### src/rtl/cpu_ctrl_pkg.sv
// Shared definitions for the 16-bit CPU control bus: bus width and the
// bit positions that drive the instruction-register queue.
package cpu_ctrl_pkg;

    localparam int CTRL_W       = 16;

    // Instruction-register strobes on the control bus.
    localparam int IR_LOAD_BIT  = 6;   // capture mbr2ir into the prefetch queue
    localparam int IR_ADV_BIT   = 7;   // move queue head into the IR
    localparam int IR_FLUSH_BIT = 8;   // discard prefetched words (branch taken)

    typedef logic [CTRL_W-1:0] ctrl_bus_t;

    // Width needed to hold an occupancy count of 0..depth inclusive.
    function automatic int count_width(input int depth);
        return $clog2(depth + 1);
    endfunction

endpackage

### src/rtl/ir_fifo_core.sv
// Prefetch storage for the instruction queue: DEPTH x DATA_W array with
// wrapping read/write pointers and a registered occupancy count.
// The caller guarantees legal strobes (no write when full without a read,
// no read when empty). clr restarts the queue; a write in the same cycle
// lands as the only entry.
module ir_fifo_core
    import cpu_ctrl_pkg::*;
#(
    parameter  int DATA_W = 8,
    parameter  int DEPTH  = 4,
    localparam int PTR_W  = $clog2(DEPTH),
    localparam int CNT_W  = count_width(DEPTH)
) (
    input  logic              clk,
    input  logic              rst_n,
    input  logic              wr_en,
    input  logic              rd_en,
    input  logic              clr,
    input  logic [DATA_W-1:0] wr_data,
    output logic [DATA_W-1:0] rd_data,
    output logic [CNT_W-1:0]  count,
    output logic              full,
    output logic              empty
);

    logic [DATA_W-1:0] mem [DEPTH];
    logic [PTR_W-1:0]  wr_ptr;
    logic [PTR_W-1:0]  rd_ptr;
    logic [PTR_W-1:0]  wr_ptr_next;
    logic [PTR_W-1:0]  rd_ptr_next;
    logic [PTR_W-1:0]  wr_addr;
    logic [CNT_W-1:0]  count_next;

    // Next pointer/count values; clr overrides any read.
    always_comb begin
        wr_ptr_next = wr_ptr;
        rd_ptr_next = rd_ptr;
        count_next  = count;
        wr_addr     = wr_ptr;
        if (clr) begin
            rd_ptr_next = '0;
            wr_addr     = '0;
            wr_ptr_next = wr_en ? PTR_W'(1) : '0;
            count_next  = wr_en ? CNT_W'(1) : '0;
        end else begin
            if (wr_en) wr_ptr_next = wr_ptr + PTR_W'(1);
            if (rd_en) rd_ptr_next = rd_ptr + PTR_W'(1);
            case ({wr_en, rd_en})
                2'b10:   count_next = count + CNT_W'(1);
                2'b01:   count_next = count - CNT_W'(1);
                default: count_next = count;
            endcase
        end
    end

    // Pointer and count registers; full/empty follow the new count directly.
    always_ff @(posedge clk or negedge rst_n) begin
        if (!rst_n) begin
            wr_ptr <= '0;
            rd_ptr <= '0;
            count  <= '0;
            full   <= 1'b0;
            empty  <= 1'b1;
        end else begin
            wr_ptr <= wr_ptr_next;
            rd_ptr <= rd_ptr_next;
            count  <= count_next;
            full   <= (count_next == CNT_W'(DEPTH));
            empty  <= (count_next == '0);
        end
    end

    // Storage is not reset; stale words are never visible through count.
    always_ff @(posedge clk) begin
        if (wr_en) mem[wr_addr] <= wr_data;
    end

    assign rd_data = mem[rd_ptr];

endmodule

### src/rtl/ir_queue.sv
// Instruction register with a small prefetch queue. Words from the MBR are
// queued on LOAD, the head moves into the IR on ADV, and FLUSH drops the
// prefetched words on a taken branch while the IR (the branch itself) holds.
// An ADV on an empty queue with a simultaneous LOAD bypasses the queue.
// A LOAD into a full queue with no pop is dropped and sets a sticky overflow.
// DEPTH must be a power of two >= 2 and OPC_W must lie in 1..DATA_W-1.
module ir_queue
    import cpu_ctrl_pkg::*;
#(
    parameter  int DATA_W    = 8,
    parameter  int OPC_W     = 4,
    parameter  int DEPTH     = 4,
    parameter  int LOAD_BIT  = IR_LOAD_BIT,
    parameter  int ADV_BIT   = IR_ADV_BIT,
    parameter  int FLUSH_BIT = IR_FLUSH_BIT,
    localparam int CNT_W     = count_width(DEPTH)
) (
    input  logic                    clk,
    input  logic                    rst_n,
    input  logic [CTRL_W-1:0]       control_signals,
    input  logic [DATA_W-1:0]       mbr2ir,
    output logic [DATA_W-1:0]       ir_data,
    output logic [OPC_W-1:0]        ir_opcode,
    output logic [DATA_W-OPC_W-1:0] ir_operand,
    output logic                    ir_valid,
    output logic [CNT_W-1:0]        q_count,
    output logic                    q_full,
    output logic                    q_empty,
    output logic                    overflow
);

    logic              push;
    logic              adv;
    logic              flush;
    logic              pop;
    logic              bypass;
    logic              wr_en;
    logic              ovf_set;
    logic [DATA_W-1:0] head;
    logic              unused_ctrl;

    assign push  = control_signals[LOAD_BIT];
    assign adv   = control_signals[ADV_BIT];
    assign flush = control_signals[FLUSH_BIT];

    // Only three bus bits matter here; the rest belong to other blocks.
    assign unused_ctrl = ^control_signals;

    // Strobe decode: flush beats adv beats push; a push on a full queue is
    // still accepted when the head leaves in the same cycle.
    always_comb begin
        pop     = 1'b0;
        bypass  = 1'b0;
        wr_en   = 1'b0;
        ovf_set = 1'b0;
        if (flush) begin
            wr_en = push;
        end else begin
            pop    = adv && !q_empty;
            bypass = adv && q_empty && push;
            if (push && !bypass) begin
                if (!q_full || pop) wr_en   = 1'b1;
                else                ovf_set = 1'b1;
            end
        end
    end

    ir_fifo_core #(
        .DATA_W (DATA_W),
        .DEPTH  (DEPTH)
    ) u_fifo (
        .clk     (clk),
        .rst_n   (rst_n),
        .wr_en   (wr_en),
        .rd_en   (pop),
        .clr     (flush),
        .wr_data (mbr2ir),
        .rd_data (head),
        .count   (q_count),
        .full    (q_full),
        .empty   (q_empty)
    );

    // IR register: load from the queue head or the bypass path on adv;
    // an adv with nothing available marks the IR consumed but keeps its value.
    always_ff @(posedge clk or negedge rst_n) begin
        if (!rst_n) begin
            ir_data  <= '0;
            ir_valid <= 1'b0;
        end else if (!flush && adv) begin
            if (pop) begin
                ir_data  <= head;
                ir_valid <= 1'b1;
            end else if (bypass) begin
                ir_data  <= mbr2ir;
                ir_valid <= 1'b1;
            end else begin
                ir_valid <= 1'b0;
            end
        end
    end

    // Sticky overflow, cleared only by reset.
    always_ff @(posedge clk or negedge rst_n) begin
        if (!rst_n)       overflow <= 1'b0;
        else if (ovf_set) overflow <= 1'b1;
    end

    assign ir_opcode  = ir_data[DATA_W-1 -: OPC_W];
    assign ir_operand = ir_data[DATA_W-OPC_W-1:0];

endmodule

### config.mk
export PLATFORM = sky130hd
export DESIGN_NAME = ir_queue
export DESIGN_NICKNAME = d
export VERILOG_FILES = /design/src/rtl/cpu_ctrl_pkg.sv /design/src/rtl/ir_fifo_core.sv /design/src/rtl/ir_queue.sv
export SDC_FILE = /design/constraint.sdc
export NUM_CORES = 1
export LEC_CHECK = 0
export BUFFER_PORTS_ARGS = -buffer_cell sky130_fd_sc_hd__clkbuf_2
export CAP_MARGIN = 20
export CORE_UTILIZATION = 45
export CTS_CLUSTER_SIZE = 20
export DETAILED_ROUTE_END_ITERATION = 12
export GPL_TIMING_DRIVEN = 1
export PLACE_DENSITY = 0.68
export SLEW_MARGIN = 20
export SYNTH_ARGS = -nofsm -noshare
export SYNTH_HDL_FRONTEND = slang
export SYNTH_SLANG_ARGS = --single-unit
### constraint.sdc
create_clock -name clk -period 5 [get_ports clk]
set_input_delay 0.25 -clock clk [delete_from_list [all_inputs] [get_ports clk]]
set_output_delay 0.25 -clock clk [all_outputs]
set_load 0.005 [all_outputs]
---- Word level (Yosys, flattened, before mapping) ----
Memories as Yosys holds them, arrays and structs flattened.
Cells that the tools add are included.
storage, ports and cells
  memories ................................ 1
  bits of input ports ..................... 26
  register bits ........................... 19
  RAM bits ................................ 32
  output and inout port bits .............. 23
  logic and storage cells ................. 54
memories
  memory      depth  bits a word  read ports  clocked after Yosys merged registers in  write ports  RTL line            source
  u_fifo.mem  4      8            1           0                                        1            ir_fifo_core.sv:26  logic [DATA_W-1:0] mem [DEPTH];
operators by class
  add/sub/neg operators ................... 4
  muxes and demuxes ....................... 23
  equal/unequal tests ..................... 3
  reductions and logical operators ........ 15
operators with widths
  cell                 count
  $mux 8               2
  $mux 1               14
  $mux 2               5
  $pmux 3 s2           1
  $reduce_bool 2->1    3
  $logic_and 1x1->1    5
  $add 2x1->2 const B  2
  $logic_not 1->1      4
  $add 3x1->3 const B  1
  $eq 3x3->1 const B   1
  $logic_not 3->1      1
  $mux 3               1
  $sub 3x1->3 const B  1
  $eq 2x1->1 const B   1
  $eq 2x2->1 const B   1
  $reduce_and 2->1     1
  $logic_or 1x1->1     1

---- Depth between registers and ports, before layout ----
  word-level depth ........................ 10
  gate-level depth with buffers ........... 7
  gate-level depth less buffers ........... 7

---- By module ----
From an unflattened synthesis, not the netlist that was laid out.
second synthesis, totals
  cells, all modules ...................... 149
  area, all modules ....................... 2,277.2 µm²
modules (own cells, without submodules)
  module        instances  seq. area each (µm²)  cells each  area each (µm²)
  ir_fifo_core  1          1,187.4               89          1,649.1
  ir_queue      1          250.2                 60          628.1

---- Worst setup path before layout ----
No wires, ideal clock.
  path kind ............................... flip-flop to flip-flop
  from .................................... reg u_fifo.empty
  to ...................................... reg u_fifo.full
  data arrival time ....................... 2.120 ns
  stages on the path, launching flop included .. 8
  setup time .............................. 0.094 ns
  buffers on the path ..................... 0
  period minus slack after synthesis ...... 2.214 ns
  required time ........................... 4.906 ns
  setup slack ............................. 2.786 ns
  cells stage by stage .................... dfstp_2 > mux2i_1 > o21ai_0 > ha_1 > fa_1 > xnor2_1 > or3_1 > a211oi_1
between the ends
  cells in the longest elaborated chain, start to end .. 10
  elaborated cells on any way between the ends .. 17
  those cells by class .................... 3 x eq/ne; 7 x mux; 7 x reduce/logical
RTL lines
  what                                                  RTL line                        source
  start, declared                                       ir_fifo_core.sv:23              output logic empty
  start signal, assigned                                ir_fifo_core.sv:69              empty <= (count_next == '0);
  $logic_not 1->1 or $logic_and 1x1->1 (tied branches)  ir_queue.sv:59, ir_queue.sv:60
  $logic_and 1x1->1 (on tied branches)                  ir_queue.sv:59, ir_queue.sv:60
  $logic_or 1x1->1 or $logic_not 1->1 (tied branches)   ir_queue.sv:62, ir_queue.sv:61
  $mux 1 or $logic_and 1x1->1 (tied branches)           ir_queue.sv:62, ir_queue.sv:61
  $mux 1                                                ir_queue.sv:61                  if (push && !bypass) begin
  $mux 1                                                ir_queue.sv:56                  if (flush) begin
  $eq 2x1->1 or $eq 2x2->1 (tied branches)              ir_fifo_core.sv:48              case ({wr_en, rd_en})
  $pmux 3 s2                                            ir_fifo_core.sv:48
  $mux 3 (*)                                            ir_fifo_core.sv:40              if (clr) begin
  $eq 3x3->1 (*)                                        ir_fifo_core.sv:68              full <= (count_next == CNT_W'(DEPTH));
  end signal, assigned                                  ir_fifo_core.sv:68
  end, declared                                         ir_fifo_core.sv:22              output logic full,
Mark *: on every way between the ends. The rest lies on a longest branch, timed or not.
A chain may end at the register's enable or synchronous reset.

---- Final worst setup path ----
Same ends and word-level chain as after synthesis.

==> flow_summary.json <==
{
  "die_w_um": 72.8,
  "crit_buf_inv": 0,
  "synth.most_common_cell": "edfxtp_1",
  "dp_slack_ps": 2400,
  "hpwl_mm": 2.75,
  "ys_top_cells_by_count": "edfxtp_1, dfrtp_1, o21ai_0, nand2_1, nor2_1",
  "grt_pass1_wl_mm": 6.81,
  "worst_setup_path_start_kind": "register",
  "detail-route-antenna-nets": 0,
  "yosysSeqAreaShare": 0.637,
  "crit_required_ps": 5220,
  "cts_root_buffer": "clkbuf_8",
  "routed_wl_mm": 4.08,
  "port_buffers": 35,
  "syn_area_per_cell_um2": 14.2,
  "finish.utilization": 0.526,
  "tns_ps": 0,
  "placed_area_um2": 2420,
  "yosys_warnings": 0,
  "yosysTopAreaCell": "edfxtp_1",
  "clock_skew_ps": 16.2,
  "die_height_um": 72.8,
  "grt_pass1_vias": 1379,
  "via_per_inst": 5.32,
  "cts.htree.levels": 2,
  "tightestPinTransition_ps": 896,
  "drv_cap": 0,
  "cellPowerDensity_nw_per_um2": 400,
  "syn-num-nets": 187,
  "slew_headroom": 0.400,
  "p_comb_frac": 0.217,
  "core_area_um2": 4790,
  "cp_slowest_cell": "dfstp_2",
  "power_switching_share": 0.288,
  "ys_ff_latch": 51,
  "die_area_um2": 5310,
  "fin_crit_sh": 0.493,
  "timing.fmax_mhz": 406,
  "grt_use_met2": 0.305,
  "grt.busiest_layer": "met2",
  "post_cts_buffers": 0,
  "final_area_um2": 2520,
  "ir_worst_vdd_v": 0.000225,
  "crit_arrival_ps": 2680,
  "drive_gt1_frac": 0.287,
  "fin_ws_ps": 2540,
  "synth_area_um2": 2260,
  "ioPinCount": 49,
  "hold_viol": 0,
  "cp_top_family": "adder cells",
  "area_growth_pct": 11.5,
  "grt_max_degree": 21,
  "async_flop_share": 0.373,
  "critical-path-max-stage-delay_ps": 410,
  "status": "finished, final reports clean",
  "finalCriticalPeriod_ps": 2460,
  "grt_util_met1": 0.226,
  "grt_overflow_total": 0,
  "drt-initial-drc-count": 79,
  "antenna_found_initial": 0,
  "synthCells": 159,
  "yosys.cell_types.count": 40,
  "synth_enable_flop_cells": 32,
  "cts_tree": "yes",
  "nets": 215,
  "maxSlewViolCount": 0,
  "routedWlPerCell_um": 16.0,
  "place.gp.congestion": 0.703,
  "seqPwrFrac": 0.556,
  "ys_top_cells_by_area": "edfxtp_1, dfrtp_1, mux4_2",
  "critical_path_class": "register to register",
  "p_int_uw": 717,
  "yosysTopAreaCellShare": 0.425,
  "cp_max_fo": 7,
  "clock_sinks": 51,
  "num_vias": 1356,
  "start_util": 0.472,
  "use_met3": 0.0456,
  "drc": 0,
  "grt_usage": 0.183,
  "drt_pass1_iterations": 4,
  "worstSetupEndpointType": "register",
  "ys.flop_type": "edfxtp_1",
  "cts_buffer_depth": 2,
  "numCtsBuffers": 5,
  "path_clk_slew_ps": 90,
  "worstPathCellList": "mux2i_1, o21ai_0, ha_1, fa_1, xnor2_1, or3_1, a211oi_1",
  "post_cts_resized": 0,
  "finalSetupViolCount": 0,
  "diodes": 0,
  "power_frac_clock": 0.226,
  "leakage_nw": 0.969,
  "rsz0062_at_grt": "false",
  "holdCritPathClass": "primary input to register",
  "p_sw_uw": 290,
  "clk_latency_ps": 310,
  "fp-row-count": 25
}
==> layer usage <==
metal  vias to the layer above  wire length [um]
met3                         5               132
li1                        652                 -
met2                        25              2070
met1                       674              1820
met5                         -                 0
met4                         0                57
==> stage by stage <==
step	std cells	total power, mW	hold WS, ps
floorplan	159	0.724	-45.6
global placement	246	0.779	223
detailed placement	246	0.791	238
CTS	255	1.02	166
global route	255	1.07	170
finish	255	1.01	184
==> path summary, 6_finish.rpt <==
path	slack [ps]	to	from	cells past startpoint
max	2540	u_fifo.full$_DFF_PN0_	u_fifo.empty$_DFF_PN1_	7
min	180	u_fifo.mem[3][0]$_DFFE_PP_	mbr2ir[0]	1
max reg2reg	2540	u_fifo.full$_DFF_PN0_	u_fifo.empty$_DFF_PN1_	7
min reg2reg	470	overflow$_DFFE_PN0P_	overflow$_DFFE_PN0P_	2
max in group asynchronous	4230	u_fifo.empty$_DFF_PN1_	rst_n	2
min in group asynchronous	420	overflow$_DFFE_PN0P_	rst_n	2
==> worst reg2reg max path: cells and delay by family (launching register included) <==
family / cells / cell delay [ps]
flip-flops: 1 / 410
AO/OA/AOI/OAI: 2 / 430
multiplexers: 1 / 360
XOR/XNOR: 1 / 170
adder cells (fa/ha/maj): 2 / 660
AND/OR/NAND/NOR: 1 / 340
==> cell type report <==
type	count	area (um2)
flip-flops and latches	51	1440
clock buffers	6	72.6
well taps	67	83.8
clock inverters	2	12.5
fillers	414	2270
repair buffers	37	193
inverters	5	18.8
multi-input cells	87	699
==> flip-flops by register name, indices dropped and copies added, names as in the netlist <==
name / cells
ir_data: 8
ir_valid: 1
overflow: 1
u_fifo.count: 3
u_fifo.empty: 1
u_fifo.full: 1
u_fifo.mem: 32
u_fifo.rd_ptr: 2
u_fifo.wr_ptr: 2
==> placed cells by master (no fill, tap or decap), types with 2 or more instances in the layout <==
master,count
clkinv_1,2
a2bb2oi_1,8
mux2i_1,2
a22oi_1,8
nor3b_1,3
edfxtp_1,32
nor2b_1,3
clkbuf_8,5
xor2_1,2
dfrtp_1,18
a21oi_1,2
o21ai_0,11
inv_1,4
mux4_2,8
nand3_1,2
nand2_1,10
xnor2_1,2
nor2_1,9
clkbuf_2,35
==> cell families after synthesis <==
logic type / synth area share
DFF: 0.637
AOI/OAI and AO/OA: 0.110
and+or+nand+nor: 0.0765
buffers and inverters: 0.0537
muxes: 0.0936
xor gates and xnor gates: 0.0155
adders and majority gates: 0.0144
==> power by group through the flow <==
stage	Clock (mW)	Combinational [mW]	Sequential [mW]
finish	0.228	0.219	0.560
global placement	0	0.213	0.566
global route	0.255	0.246	0.570
CTS	0.235	0.222	0.562
floorplan	0	0.169	0.554
detailed placement	0	0.220	0.571
==> timing repair <==
| item | CTS | global route |
|---|---|---|
| setup endpoints to repair | 0 | 0 |
| hold buffers | 1 | 0 |
| endpoints found under the hold margin | 18 | 0 |
Power figures use the tool's default switching activity.
